<file path="config.mk">
export PLATFORM = sky130hd
export DESIGN_NAME = nibble_serial_adder_ctrl
export DESIGN_NICKNAME = d
export VERILOG_FILES = /design/src/rtl/nibble_serial_adder_ctrl.sv
export SDC_FILE = /design/constraint.sdc
export NUM_CORES = 1
export LEC_CHECK = 0
export ABC_AREA = 1
export BUFFER_PORTS_ARGS = -buffer_cell sky130_fd_sc_hd__buf_2
export CAP_MARGIN = 20
export CORE_MARGIN = 2
export CORE_UTILIZATION = 50
export CTS_CLUSTER_DIAMETER = 200
export DETAILED_ROUTE_END_ITERATION = 7
export GPL_TIMING_DRIVEN = 0
export PLACE_DENSITY = 0.7
export SLEW_MARGIN = 20
export SYNTH_ARGS = -nofsm -noshare
export SYNTH_HDL_FRONTEND = slang
export SYNTH_SLANG_ARGS = --single-unit
</file>
<file path="constraint.sdc">
create_clock -name clk -period 3.8 [get_ports clk]
set_input_delay 0.19 -clock clk [delete_from_list [all_inputs] [get_ports clk]]
set_output_delay 0.19 -clock clk [all_outputs]
set_load 0.05 [all_outputs]
</file>
<file path="src/rtl/nibble_serial_adder_ctrl.sv">
// Serial WIDTH-bit add/subtract unit sharing one 4-bit CLA slice.
// Ports: clk, rst, in_valid/in_ready + a,b,cin,sub in; out_valid/out_ready + sum,cout,ovf out; busy.
module nibble_serial_adder_ctrl #(
  parameter int WIDTH = 16,
  parameter int CNT_W = 8
) (
  input  logic             clk,
  input  logic             rst,
  input  logic             in_valid,
  output logic             in_ready,
  input  logic [WIDTH-1:0] a,
  input  logic [WIDTH-1:0] b,
  input  logic             cin,
  input  logic             sub,
  output logic             out_valid,
  input  logic             out_ready,
  output logic [WIDTH-1:0] sum,
  output logic             cout,
  output logic             ovf,
  output logic             busy
);

  localparam int NIB = WIDTH / 4;

  if ((WIDTH % 4) != 0 || WIDTH < 8) begin : g_bad_width
    $error("nibble_serial_adder_ctrl: WIDTH must be a multiple of 4 and >= 8");
  end
  if ((64'd1 << CNT_W) <= 64'(NIB)) begin : g_bad_cnt
    $error("nibble_serial_adder_ctrl: CNT_W too small for WIDTH/4 nibbles");
  end

  typedef enum logic [1:0] {
    IDLE,
    RUN,
    DONE
  } state_t;

  state_t           state_q;
  logic [WIDTH-1:0] a_q;
  logic [WIDTH-1:0] b_q;
  logic [WIDTH-1:0] res_q;
  logic             carry_q;
  logic [CNT_W-1:0] cnt_q;
  logic             a_msb_q;
  logic             b_msb_q;
  logic [WIDTH-1:0] sum_q;
  logic             cout_q;
  logic             ovf_q;
  logic             in_ready_q;
  logic             out_valid_q;
  logic             busy_q;

  // 4-bit carry-lookahead slice
  logic [3:0]       g;
  logic [3:0]       p;
  logic [4:0]       c;
  logic [3:0]       s;
  logic [WIDTH-1:0] res_d;

  always_comb begin
    g    = a_q[3:0] & b_q[3:0];
    p    = a_q[3:0] ^ b_q[3:0];
    c[0] = carry_q;
    c[1] = g[0] | (p[0] & c[0]);
    c[2] = g[1] | (p[1] & g[0]) | (p[1] & p[0] & c[0]);
    c[3] = g[2] | (p[2] & g[1]) | (p[2] & p[1] & g[0])
         | (p[2] & p[1] & p[0] & c[0]);
    c[4] = g[3] | (p[3] & g[2]) | (p[3] & p[2] & g[1])
         | (p[3] & p[2] & p[1] & g[0])
         | (p[3] & p[2] & p[1] & p[0] & c[0]);
    s    = p ^ c[3:0];
    // nibbles enter at the top, so after NIB shifts the LSB nibble is at bit 0
    res_d = {s, res_q[WIDTH-1:4]};
  end

  always_ff @(posedge clk or posedge rst) begin
    if (rst) begin
      state_q     <= IDLE;
      a_q         <= '0;
      b_q         <= '0;
      res_q       <= '0;
      carry_q     <= 1'b0;
      cnt_q       <= '0;
      a_msb_q     <= 1'b0;
      b_msb_q     <= 1'b0;
      sum_q       <= '0;
      cout_q      <= 1'b0;
      ovf_q       <= 1'b0;
      in_ready_q  <= 1'b1;
      out_valid_q <= 1'b0;
      busy_q      <= 1'b0;
    end else begin
      case (state_q)
        IDLE: begin
          if (in_valid) begin
            a_q        <= a;
            b_q        <= sub ? ~b : b;
            carry_q    <= cin ^ sub;
            a_msb_q    <= a[WIDTH-1];
            b_msb_q    <= b[WIDTH-1] ^ sub;
            cnt_q      <= '0;
            in_ready_q <= 1'b0;
            busy_q     <= 1'b1;
            state_q    <= RUN;
          end
        end
        RUN: begin
          res_q   <= res_d;
          a_q     <= a_q >> 4;
          b_q     <= b_q >> 4;
          carry_q <= c[4];
          if (cnt_q == CNT_W'(NIB - 1)) begin
            sum_q       <= res_d;
            cout_q      <= c[4];
            ovf_q       <= (a_msb_q == b_msb_q) && (s[3] != a_msb_q);
            out_valid_q <= 1'b1;
            state_q     <= DONE;
          end else begin
            cnt_q <= cnt_q + 1'b1;
          end
        end
        DONE: begin
          if (out_ready) begin
            out_valid_q <= 1'b0;
            in_ready_q  <= 1'b1;
            busy_q      <= 1'b0;
            state_q     <= IDLE;
          end
        end
        default: begin
          out_valid_q <= 1'b0;
          in_ready_q  <= 1'b1;
          busy_q      <= 1'b0;
          state_q     <= IDLE;
        end
      endcase
    end
  end

  assign in_ready  = in_ready_q;
  assign out_valid = out_valid_q;
  assign sum       = sum_q;
  assign cout      = cout_q;
  assign ovf       = ovf_q;
  assign busy      = busy_q;

endmodule

</file>
==> flow_summary.toml <==
[power]
seq_power_share_pct = 36.4
vdd_drop_max_mv = 0.3637
p_int_mw = 2.201
powerDensity_nw_per_um2 = 909.4
p_sw_share_pct = 43.32
power_frac_comb_pct = 45.9
p_sw_mw = 1.682
total_power_mw = 3.883
pwr-share-clk_pct = 17.7
leakage_nw = 2.136

[min_path]
hp-start = "a[14]"
hold_class = "in -> reg"

[timing]
fin_tns_setup_ns = 0
fin_ws_ns = 2.082
max_slew_margin_pct = 60.70
finalSetupViolations = 0
worst-slew-pin-transition_ns = 0.5896
hold_viol = 0
timing.hold.ws_ns = 0.06344
slew_violations = 0
fmax_mhz = 582.2
min_period_ns = 1.718
fin_skew_ns = 0.007848
period_share_pct = 45.20
grt_setup_unrepaired = "false"

[routing]
detail_route.wl_per_cell_um = 13.44
routed_via_density = 5.081
routed_wl_um = 7443
vias = 2815
drt_iter0_drc = 133
drc = 0
antenna_left = 0
dr.pass1.iters = 5

[synthesis]
avgSynthCellArea_sq_um = 9.384
ys_seq_elements = 78
synthCells = 384
synth_area_sq_um = 3603
yosysWarnings = 0
synth_nets = 428
seq_area_frac_synth_pct = 54.20
ys_types = 34

[global_route]
antenna_found_initial = 0
grt_max_degree = 54
grtUsageTotal_pct = 21.31
grt_overflow_total = 0
grt_pass1_vias = 2764
grt_pass1_wl_um = 12800

[setup_path]
critical_path_class = "reg -> reg"
rr_worst_depth = 8
startpoint_type = "flop"
path_max_fanout = 3
rrSetupSlack_ns = 2.08
worst-endpoint-required_ns = 4.03
worst_setup_path_end_kind = "flop"
arrival_ns = 1.94
r2r-end = "carry_q"
cp-startpoint = "a_q[2]"
critPathCapture = "carry_q"
r2r_start = "a_q[2]"

[clock_network]
clk_latency_ns = 0.35
clock_sinks = 78
htreeDepth = 3
clockRootBuffer = "clkbuf_8"
cts_resized = 0
clk_pin_slew_worst_paths_ns = 0.08
cts_tree = "built"
clockBufferDepth = 2
cts_buffers = 9

[final_layout]
design_area_sq_um = 4270
drive_above_1_share_pct = 26.42
fin_nets = 498
final_cells = 554
post-route-util_pct = 62.17
diodes = 0
area_growth_pct = 18.51

[place]
routabilityCongestion = 0.7979
dp_hpwl_um = 5378
placedCellCount = 538
place_area_sq_um = 4039
io_buffers = 57
dp_worst_setup_slack_ns = 2.108

[floorplanning]
num_rows = 30
die_h_um = 88.90
initial_core_util_pct = 52.46
die_area_sq_um = 7902
dieWidth_um = 88.90
placeableCoreArea_sq_um = 6869
ioPinCount = 59

[run_status]
outcome = "finished, final reports clean"

[job]
maxCapViolCount = 0
-- routing by layer --
| layer | routed length (um) | share of wire [%] | up-vias | GRT usage (%) |
|---|---|---|---|---|
| met5 | 0 | 0 | - | 0 |
| met3 | 337 | 4.5 | 16 | 3.693 |
| met4 | 166 | 2.2 | 0 | 9.091 |
| li1 | - | - | 1405 | - |
| met2 | 3340 | 45 | 75 | 33.72 |
| met1 | 3599 | 48 | 1319 | 29.15 |
-- registers in the layout, summed over array words and instances, names as in the netlist --
| register | flops |
|---|---|
| a_msb_q | 1 |
| a_q | 16 |
| b_msb_q | 1 |
| b_q | 16 |
| busy | 1 |
| carry_q | 1 |
| cnt_q | 8 |
| cout | 1 |
| in_ready | 1 |
| out_valid | 1 |
| ovf | 1 |
| res_q | 12 |
| state_q | 2 |
| sum | 16 |
-- critical path, cell delays in order, from the launching register on --
cell      delay, ns
dfrtp_1        0.42
ha_1           0.35
or2_2          0.28
nand2_1        0.11
nand2_1        0.07
nand2_1        0.10
nand2_1        0.11
nand2_1        0.08
o211ai_1       0.07
-- cells in the mapped netlist, drive strengths merged --
library cell	count	share of area (%)
nand2	119	13
dfrtp	77	53
inv	30	3.1
o21ai	26	4.3
nor2	24	2.7
nand3	19	2.8
xnor2	17	4.1
buf	16	2.5
o221a	11	3.4
o211ai	7	1.5
o221ai	6	1.5
ha	5	1.7
nor3	4	0.69
o22ai	4	0.69
a22o	3	0.73
nand4	3	0.52
or2	3	0.52
xor2	3	0.73
nand3b	2	0.42
a211oi	1	0.21
clkbuf	1	0.10
dfstp	1	0.73
fa	1	0.56
nor3b	1	0.21
-- cells by family after synthesis --
kind of cell | synth area share [%]
compound gates | 12.33
xor+xnor | 4.861
fa+ha+maj | 2.292
buf+inv | 5.729
flops | 54.20
simple gates | 20.59
-- placed cells by master, fill, tap and decap left out, types with 2 or more instances in the layout --
cell type and instances:
o221ai_1 6, xor2_1 3, clkinv_2 2, o21ai_2 7, nand4_1 3, a22o_1 3, dfrtp_1 77, nand3_1 18
ha_1 5, o221a_2 11, xnor2_1 17, nor3_1 3, inv_1 25, clkbuf_8 11, buf_4 2, bufinv_16 2
buf_2 69, or2_2 3, nand3b_1 2, nand2_1 116, o21ai_0 19, o211ai_1 7, inv_2 4, o22ai_1 4
nand2_2 2, nor2_1 23
-- power by group through the flow --
| stage | sequential, mW | combinational, mW | clock [mW] |
|---|---|---|---|
| finish | 1.41 | 1.78 | 0.688 |
| global route | 1.46 | 2.00 | 0.742 |
| CTS | 1.41 | 1.80 | 0.698 |
| detailed placement | 1.43 | 1.79 | 0 |
| global placement | 1.42 | 1.75 | 0 |
| floorplan | 1.69 | 1.08 | 0 |
-- worst min-delay path by stage --
stage,end,slack (ns),cells past startpoint
final,a_q[14],0.06,2
after global routing,a_q[12],0.06,2
after CTS,a_q[14],0.06,2
after detailed placement,sum[7],0.19,2
after global placement,a_q[13],0.41,2
after floorplan,a_q[12],0.33,1
-- timing repair --
action,in CTS,in global routing
hold buffers,1,0
endpoints found under the hold margin,25,0
setup buffers,0,0
-- area by class of cell --
type                            instances  area (sq um)
Fill cell                             606          2599
Sequential cell                        78          1953
Multi-Input combinational cell        259          1444
Timing Repair Buffer                   59         322.8
Clock buffer                           11         151.4
Tap cell                               96         120.1
Inverter                               30         115.1
Buffer                                 17         93.84
Clock inverter                          4         70.07
Note: power is estimated with default switching activity, not from simulation.
